**src/rtl/uart_axis_rx.sv**
```systemverilog
`default_nettype none
// ============================================================================
// Module      : uart_axis_rx
// Description : UART receiver feeding an 8-bit AXI-Stream master port.
//               Deserialises 8N1 frames (8E1 when UART_RX_PARITY_EN is
//               defined) from rxd, checks framing, buffers good bytes in a
//               small FIFO and presents them with a valid/ready handshake.
//
//   Parameters
//     CLK_FREQ      clock frequency in Hz
//     BAUD_RATE     serial bit rate
//     FIFO_DEPTH    byte FIFO entries (power of two, >= 2)
//
//   Ports
//     clk            in   system clock, rising edge
//     arst           in   asynchronous active-high reset
//     rxd            in   serial input, asynchronous, idle high
//     m_axis_tdata   out  FIFO head byte (0 when empty)
//     m_axis_tvalid  out  FIFO non-empty
//     m_axis_tready  in   downstream accept
//     frame_err      out  one-cycle pulse: stop bit sampled low
//     overflow       out  one-cycle pulse: good byte dropped, FIFO full
//     parity_err     out  one-cycle pulse: even-parity check failed
//                         (present only with UART_RX_PARITY_EN)
//
//   Optional feature macro: UART_RX_PARITY_EN
//
// Revision    : 1.0 - initial release
// ============================================================================
module uart_axis_rx #(
    parameter int CLK_FREQ   = 100_000_000,
    parameter int BAUD_RATE  = 115_200,
    parameter int FIFO_DEPTH = 16
) (
    input  logic       clk,
    input  logic       arst,
    input  logic       rxd,
    output logic [7:0] m_axis_tdata,
    output logic       m_axis_tvalid,
    input  logic       m_axis_tready,
    output logic       frame_err,
    output logic       overflow
`ifdef UART_RX_PARITY_EN
    ,
    output logic       parity_err
`endif
);

    localparam int c_CPB   = CLK_FREQ / BAUD_RATE;
    localparam int c_CNT_W = (c_CPB > 1) ? $clog2(c_CPB) : 1;
    localparam logic [c_CNT_W-1:0] c_HALF_M1 = c_CNT_W'(c_CPB / 2 - 1);
    localparam logic [c_CNT_W-1:0] c_FULL_M1 = c_CNT_W'(c_CPB - 1);
    localparam int c_AW    = $clog2(FIFO_DEPTH);
    localparam int c_PW    = c_AW + 1;

    typedef enum logic [2:0] {
        S_IDLE   = 3'd0,
        S_START  = 3'd1,
        S_DATA   = 3'd2,
        S_PARITY = 3'd3,
        S_STOP   = 3'd4,
        S_BREAK  = 3'd5
    } state_t;

    // ------------------------------------------------------------------
    // Input synchronizer; resets to the idle (high) line level so a reset
    // release never looks like a start bit.
    // ------------------------------------------------------------------
    logic [1:0] r_sync;
    logic       w_rxs;

    always_ff @(posedge clk or posedge arst) begin
        if (arst) begin
            r_sync <= 2'b11;
        end else begin
            r_sync <= {r_sync[0], rxd};
        end
    end

    assign w_rxs = r_sync[1];

    // ------------------------------------------------------------------
    // Receive FSM
    // ------------------------------------------------------------------
    state_t             r_state;
    state_t             w_state_next;
    logic [c_CNT_W-1:0] r_cnt;
    logic [2:0]         r_bit_idx;
    logic [7:0]         r_shift;
    logic               w_half_tick;
    logic               w_full_tick;
    logic               w_cnt_clr;
    logic               w_shift_en;
    logic               w_push;
    logic               w_ferr_set;
`ifdef UART_RX_PARITY_EN
    logic               r_par_bit;
    logic               w_par_en;
    logic               w_perr_set;
`endif

    assign w_half_tick = (r_cnt == c_HALF_M1);
    assign w_full_tick = (r_cnt == c_FULL_M1);

    always_ff @(posedge clk or posedge arst) begin
        if (arst) begin
            r_state <= S_IDLE;
        end else begin
            r_state <= w_state_next;
        end
    end

    always_comb begin
        w_state_next = r_state;
        w_cnt_clr    = 1'b0;
        w_shift_en   = 1'b0;
        w_push       = 1'b0;
        w_ferr_set   = 1'b0;
`ifdef UART_RX_PARITY_EN
        w_par_en     = 1'b0;
        w_perr_set   = 1'b0;
`endif
        case (r_state)
            S_IDLE: begin
                // Counter held at zero so START measures from the edge.
                w_cnt_clr = 1'b1;
                if (!w_rxs) begin
                    w_state_next = S_START;
                end
            end
            S_START: begin
                if (w_half_tick) begin
                    w_cnt_clr    = 1'b1;
                    // High at mid-bit means a glitch: drop back silently.
                    w_state_next = w_rxs ? S_IDLE : S_DATA;
                end
            end
            S_DATA: begin
                if (w_full_tick) begin
                    w_cnt_clr  = 1'b1;
                    w_shift_en = 1'b1;
                    if (r_bit_idx == 3'd7) begin
`ifdef UART_RX_PARITY_EN
                        w_state_next = S_PARITY;
`else
                        w_state_next = S_STOP;
`endif
                    end
                end
            end
`ifdef UART_RX_PARITY_EN
            S_PARITY: begin
                if (w_full_tick) begin
                    w_cnt_clr    = 1'b1;
                    w_par_en     = 1'b1;
                    w_state_next = S_STOP;
                end
            end
`endif
            S_STOP: begin
                if (w_full_tick) begin
                    w_cnt_clr = 1'b1;
                    if (!w_rxs) begin
                        // Framing error takes precedence over parity.
                        w_ferr_set   = 1'b1;
                        w_state_next = S_BREAK;
                    end else begin
                        // Return at mid-stop so back-to-back frames align.
                        w_state_next = S_IDLE;
`ifdef UART_RX_PARITY_EN
                        if (^{r_shift, r_par_bit}) begin
                            w_perr_set = 1'b1;
                        end else begin
                            w_push = 1'b1;
                        end
`else
                        w_push = 1'b1;
`endif
                    end
                end
            end
            S_BREAK: begin
                // A line held low must return high before a new start.
                w_cnt_clr = 1'b1;
                if (w_rxs) begin
                    w_state_next = S_IDLE;
                end
            end
            default: begin
                w_state_next = S_IDLE;
            end
        endcase
    end

    always_ff @(posedge clk or posedge arst) begin
        if (arst) begin
            r_cnt     <= '0;
            r_bit_idx <= 3'd0;
            r_shift   <= 8'h00;
        end else begin
            if (w_cnt_clr) begin
                r_cnt <= '0;
            end else begin
                r_cnt <= r_cnt + 1'b1;
            end

            if (r_state != S_DATA) begin
                r_bit_idx <= 3'd0;
            end else if (w_shift_en) begin
                r_bit_idx <= r_bit_idx + 3'd1;
            end

            if (w_shift_en) begin
                r_shift[r_bit_idx] <= w_rxs;
            end
        end
    end

`ifdef UART_RX_PARITY_EN
    always_ff @(posedge clk or posedge arst) begin
        if (arst) begin
            r_par_bit <= 1'b0;
        end else if (w_par_en) begin
            r_par_bit <= w_rxs;
        end
    end
`endif

    // ------------------------------------------------------------------
    // Byte FIFO; the extra pointer MSB separates full from empty.
    // ------------------------------------------------------------------
    logic [7:0]      r_mem [FIFO_DEPTH];
    logic [c_PW-1:0] r_wr_ptr;
    logic [c_PW-1:0] r_rd_ptr;
    logic            w_empty;
    logic            w_full;
    logic            w_pop;
    logic            w_wr_en;
    logic            w_drop;

    assign w_empty = (r_wr_ptr == r_rd_ptr);
    assign w_full  = (r_wr_ptr[c_AW] != r_rd_ptr[c_AW]) &&
                     (r_wr_ptr[c_AW-1:0] == r_rd_ptr[c_AW-1:0]);
    assign w_pop   = m_axis_tvalid && m_axis_tready;
    // A simultaneous pop frees the slot, so a push into a full FIFO is kept.
    assign w_wr_en = w_push && (!w_full || w_pop);
    assign w_drop  = w_push && w_full && !w_pop;

    always_ff @(posedge clk) begin
        if (w_wr_en) begin
            r_mem[r_wr_ptr[c_AW-1:0]] <= r_shift;
        end
    end

    always_ff @(posedge clk or posedge arst) begin
        if (arst) begin
            r_wr_ptr <= '0;
            r_rd_ptr <= '0;
        end else begin
            if (w_wr_en) begin
                r_wr_ptr <= r_wr_ptr + 1'b1;
            end
            if (w_pop) begin
                r_rd_ptr <= r_rd_ptr + 1'b1;
            end
        end
    end

    assign m_axis_tvalid = !w_empty;
    // Masking with empty keeps tdata at zero out of reset without
    // having to reset the storage array.
    assign m_axis_tdata  = w_empty ? 8'h00 : r_mem[r_rd_ptr[c_AW-1:0]];

    // ------------------------------------------------------------------
    // Error pulses, registered so they land one cycle after the sample.
    // ------------------------------------------------------------------
    logic r_frame_err;
    logic r_overflow;

    always_ff @(posedge clk or posedge arst) begin
        if (arst) begin
            r_frame_err <= 1'b0;
            r_overflow  <= 1'b0;
        end else begin
            r_frame_err <= w_ferr_set;
            r_overflow  <= w_drop;
        end
    end

    assign frame_err = r_frame_err;
    assign overflow  = r_overflow;

`ifdef UART_RX_PARITY_EN
    logic r_parity_err;

    always_ff @(posedge clk or posedge arst) begin
        if (arst) begin
            r_parity_err <= 1'b0;
        end else begin
            r_parity_err <= w_perr_set;
        end
    end

    assign parity_err = r_parity_err;
`endif

endmodule
`default_nettype wire

```
**config.mk**
```make
export PLATFORM = sky130hd
export DESIGN_NAME = uart_axis_rx
export DESIGN_NICKNAME = d
export VERILOG_FILES = /design/src/rtl/uart_axis_rx.sv
export SDC_FILE = /design/constraint.sdc
export NUM_CORES = 1
export LEC_CHECK = 0
export BUFFER_PORTS_ARGS = -buffer_cell sky130_fd_sc_hd__buf_2
export CAP_MARGIN = 10
export CORE_MARGIN = 2
export CORE_UTILIZATION = 62
export CTS_BUF_LIST = sky130_fd_sc_hd__clkbuf_8
export DETAILED_ROUTE_END_ITERATION = 10
export HOLD_SLACK_MARGIN = 0.03
export PLACE_DENSITY = 0.89
export SYNTH_ARGS = -nofsm -noshare
export SYNTH_HDL_FRONTEND = slang
export SYNTH_SLANG_ARGS = --single-unit
export TNS_END_PERCENT = 20
```
**constraint.sdc**
```tcl
create_clock -name clk -period 8.2 [get_ports clk]
set_clock_uncertainty 0.15 [all_clocks]
set_input_delay 1.64 -clock clk [delete_from_list [all_inputs] [get_ports clk]]
set_output_delay 1.64 -clock clk [all_outputs]
set_load 0.05 [all_outputs]
```
After elaboration in Yosys (flattened, before gate mapping)

Memories as Yosys holds them, arrays and structs flattened.
Cells that the tools add are included.

Bits in writable memories: 128
Flip-flop bits (word level): 38
Logic and storage cells: 76
Output and inout port bits: 11
Memories kept: 1

Memories:

| memory | words | width | read ports | clocked after memory_dff | wr ports | line | RTL |
|---|---|---|---|---|---|---|---|
| r_mem  | 16    | 8     | 1          | 0                        | 1        | 232  | `logic [7:0] r_mem [FIFO_DEPTH];` |

Muxes and demuxes: 28
$add $sub $neg: 4
Equality and inequality tests: 17
Reduce and logical (&&, ||, !) cells: 15
Order comparisons: 2

Operators with widths:

| operator                                                          | number |
|---|---|
| 2-to-1 mux 3 bit                                                  | 9 |
| one-hot mux 3 bit (5 select lines)                                | 1 |
| 2-to-1 mux 1 bit                                                  | 12 |
| inequality test 2 bit, second input constant                      | 6 |
| adder 10 x 1 -> 10 bit, second input constant                     | 1 |
| adder 5 x 1 -> 5 bit, second input constant                       | 2 |
| == test 10 bit, second input constant                             | 1 |
| == test 10 x 9 -> 1 bit, second input constant                    | 1 |
| 2-to-1 mux 10 bit                                                 | 1 |
| == test 3 bit, second input constant                              | 3 |
| bitwise mux 8 bit                                                 | 1 |
| 2-to-1 mux 8 bit                                                  | 1 |
| logical AND 1 bit                                                 | 6 |
| AND reduction 6 bit                                               | 1 |
| == test 5 bit                                                     | 1 |
| == test 4 bit                                                     | 1 |
| less-than comparator 3 x 4 -> 1 bit, second input constant        | 1 |
| OR reduction 2 bit                                                | 2 |
| adder 3 x 1 -> 3 bit, second input constant                       | 1 |
| demux 1 bit (select 3 bit)                                        | 1 |
| == test 3 x 1 -> 1 bit, second input constant                     | 1 |
| == test 3 x 2 -> 1 bit, second input constant                     | 1 |
| greater-or-equal comparator 3 x 1 -> 1 bit, second input constant | 1 |
| logical NOT 1 bit                                                 | 3 |
| other kinds (7)                                                   | 7 |

Logic depth before layout (Yosys ltp)

Depth in word-level cells: 7
Mapped depth: 7
Mapped depth without buffers: 6

Least setup slack after synthesis

No wires, ideal clock.

Kind: reg2out
Start: register r_rd_ptr[0]
End: output port m_axis_tdata[0]
Required time: 6.410 ns
Arrival time: 2.174 ns
Stages on the path, launching flop included: 7
Slack: 4.236 ns
Path through: dfrtp_1 > clkbuf_1 > xor2_1 > nor4_4 > and2_1 > clkbuf_1 > a21oi_1

Longest elaborated chain between the ends: 2
Elaborated cells on any way between the ends: 3
Classes of those cells: 1 x eq/ne; 1 x mux; 1 x memory

Ends and longest elaborated chain:

| item                                                        | line | RTL |
|---|---|---|
| start, declared                                             | 234  | `logic [c_PW-1:0] r_rd_ptr;` |
| start signal, assigned                                      | 264  | `r_rd_ptr <= r_rd_ptr + 1'b1;` |
| memory (16 x 8 bit) / == test 5 bit (equally long branches) | --   |  |
| 2-to-1 mux 8 bit *                                          | 272  | `assign m_axis_tdata = w_empty ? 8'h00 : r_mem[r_rd_ptr[c_AW-1:0]];` |
| end, declared                                               | 38   | `output logic [7:0] m_axis_tdata,` |

Mark *: on every way between the ends. The rest lies on a longest branch, timed or not.

Final worst setup path

Start: register r_rd_ptr[1]
End: output port m_axis_tdata[2]

The elaborated chain is that of the path after synthesis.

==> flow_summary_export.csv <==
group,metric,value,unit
yosys,ys_types,49,
worst_setup_path,start_kind,"flip-flop",
finish,area_growth,8.38,%
sta,drv_slew,0,
worst_setup_path,worstSetupPathType,"reg2out",
worst_setup_path,crit_path_max_fanout,36,
floorplanning,die_w,110,um
route,dr.pass1.iters,5,
finish,fillCellCount,661,
global_routing,grt_max_degree,39,
placed_design,place_congestion,0.897,
floorplanning,die-area,12100,sq um
sta,worstMarginPinSlew,0.877,ns
yosys,yosys_warnings,0,
route,vias_per_cell,6.55,
yosys,synth_top_area_share,0.550,
floorplanning,rows,38,
sta,rsz0062_at_grt,"no",
power,intPower,1.33,mW
yosys,synth_nets,422,
worst_setup_path,cp.required,6.41,ns
yosys,yosysTopAreaCell,"edfxtp_1",
placed_design,io_buffers,14,
clocking,cts_tree,"yes",
worst_setup_path,arrival,2.97,ns
global_routing,gr-usage-all-layers,0.239,
floorplanning,start_util,0.639,
flow_run,max-cap-violations,0,
status,status,"finished clean",
clocking,numCtsBuffers,17,
yosys,synth_commonest_cells,"edfxtp_1, dfrtp_1, mux4_2, clkbuf_1, nor2_1",
power,power.switching,0.523,mW
yosys,synth_cells,409,
floorplanning,core-area,10900,sq um
clocking,post-cts-setup-buffer-count,0,
clocking,htree_levels,4,
floorplanning,die_y,110,um
clocking,cts-root-buf,"clkbuf_8",
sta,fin_crit_sh,0.580,
power,powerDensity,245,nW/um^2
finish,diodes,0,
power,finalPower,1.86,mW
global_routing,antenna_found_initial,0,
yosys,syn_area_per_cell,17.1,sq um
global_routing,grt_pass1_vias,3684,
global_routing,grt_pass1_wl,20.3,mm
floorplanning,io_pins,15,
clocking,clk_latency,0.44,ns
yosys,synthFlopType,"edfxtp_1",
sta,fin_ws,3.44,ns
worst_hold_path,hp-class,"reg2reg",
yosys,synth_seq_cells,166,
route,routed_wl,13.2,mm
route,drc,0,
worst_setup_path,worst_setup_path_end_kind,"output pin",
sta,finalSetupViolations,0,
route,vias,3762,
power,leakage,2.90,nW
yosys,synth_area_leaders,"edfxtp_1, dfrtp_1, mux4_2",
route,postRouteAntennaNets,0,
global_routing,grt_overflow,0,
yosys,yosysMostFrequentCell,"edfxtp_1",
sta,fmax,210,MHz
sta,final.min_clock_period,4.76,ns
sta,hold_viol,0,
clocking,cts-hold-fix-buffers,0,
sta,relSlewSlack,0.416,
finish,final_layout_size_suffix_gt1_frac,0.219,
power,seq_power_share,0.510,
power,p_comb_frac,0.168,
yosys,yosysSeqAreaShare,0.687,
sta,timing.setup.tns,0,ns
clocking,cts.sinks,166,
clocking,cts_resized,0,
clocking,clockBufferDepth,2,
yosys,async_flop_share,0.229,
yosys,synth_edf_count,128,
power,p_clk_frac,0.322,
power,sw_frac_of_total,0.281,
placed_design,dp_slack,3.94,ns
route,drt-wirelength-per-cell,23.0,um
finish,nets,434,
sta,hold_ws,0.211,ns
clocking,clk_transition_reported_paths,0.08,ns
yosys,netlist_area,6990,sq um
route,drt_iter0_drc,397,
power,vdd_drop_max,0.129,mV
placed_design,dp_hpwl,8.43,mm
-- per-stage QoR --
| step | instances | util | cell area, sq um |
|---|---|---|---|
| 3_5_place_dp | 542 | 0.654 | 7160 |
| 4_1_cts | 574 | 0.692 | 7570 |
| 2_1_floorplan | 409 | - | 6990 |
| 3_3_place_gp | 542 | 0.654 | 7160 |
| 5_1_grt | 574 | 0.692 | 7570 |
| 6_report | 574 | 0.692 | 7570 |
-- worst max-delay path, stage by stage, from the launching register on --
cell and delay [ns]:
dfrtp_1 0.33, buf_4 0.42, xor2_1 0.19, nor4_4 0.77, and2_1 0.46, a21oi_1 0.11
buf_2 0.23
-- cell type report --
cell class	instances	area, sq um	share of cell area
clock inverter	15	181	0.0240
tap	140	175	0.0231
timing repair buffer	18	100	0.0132
inverter	8	30.0	0.00397
clock buffer	17	234	0.0309
multi-input combinational	210	2050	0.271
sequential	166	4800	0.634
-- cells in the final DEF (no fill, tap or decap), types with 9 or more instances in the layout --
master | synthesis | layout
edfxtp_1 | 128 | 128
dfrtp_1 | 36 | 35
mux4_2 | 32 | 32
nor2_1 | 18 | 18
clkbuf_8 | 0 | 17
xor2_1 | 16 | 16
a22oi_1 | 16 | 16
a21oi_1 | 14 | 14
buf_2 | 4 | 14
nand2_1 | 11 | 11
inv_1 | 8 | 10
nand3_1 | 10 | 10
ha_1 | 9 | 9
-- final timing paths --
kind | endpoint | slack (ns) | cells after the start | from
max | m_axis_tdata[2] | 3.44 | 6 | r_rd_ptr[1]
min | r_sync[1] | 0.21 | 0 | r_sync[0]
max reg2reg | r_mem[13][7] | 4.99 | 4 | r_cnt[3]
min reg2reg | r_sync[1] | 0.21 | 0 | r_sync[0]
max in group asynchronous | r_rd_ptr[0] | 6.41 | 3 | arst
min in group asynchronous | r_shift[2] | 1.13 | 3 | arst
-- power groups by stage --
| stage | logic, mW | clock network, mW | registers [mW] |
|---|---|---|---|
| 2_1_floorplan | 0.279 | 0 | 0.935 |
| 3_3_place_gp | 0.305 | 0 | 0.964 |
| 3_5_place_dp | 0.312 | 0 | 0.966 |
| 4_1_cts | 0.314 | 0.604 | 0.947 |
| 5_1_grt | 0.332 | 0.640 | 0.951 |
| 6_report | 0.312 | 0.598 | 0.947 |
-- state kept, by name, indices dropped and copies added (netlist names) --
signal,cells
frame_err,1
overflow,1
r_bit_idx,3
r_cnt,10
r_mem,128
r_rd_ptr,5
r_shift,8
r_state,3
r_sync,2
r_wr_ptr,5
-- metal layers --
metal  part of all wire  up-vias  GRT usage
met5                  0        -          0
met4              0.018        0     0.0875
met3              0.073       22     0.0500
met2               0.51      180      0.376
met1               0.40     1926      0.336
li1                   -     1634          -
-- cells by family after synthesis --
logic type      share of synthesized area
simple gates                       0.0804
buf+inv                            0.0195
fa+ha+maj                          0.0161
xor+xnor                           0.0276
compound gates                     0.0568
mux                                 0.113
flops                               0.687
Note: power is estimated with default switching activity, not from simulation.
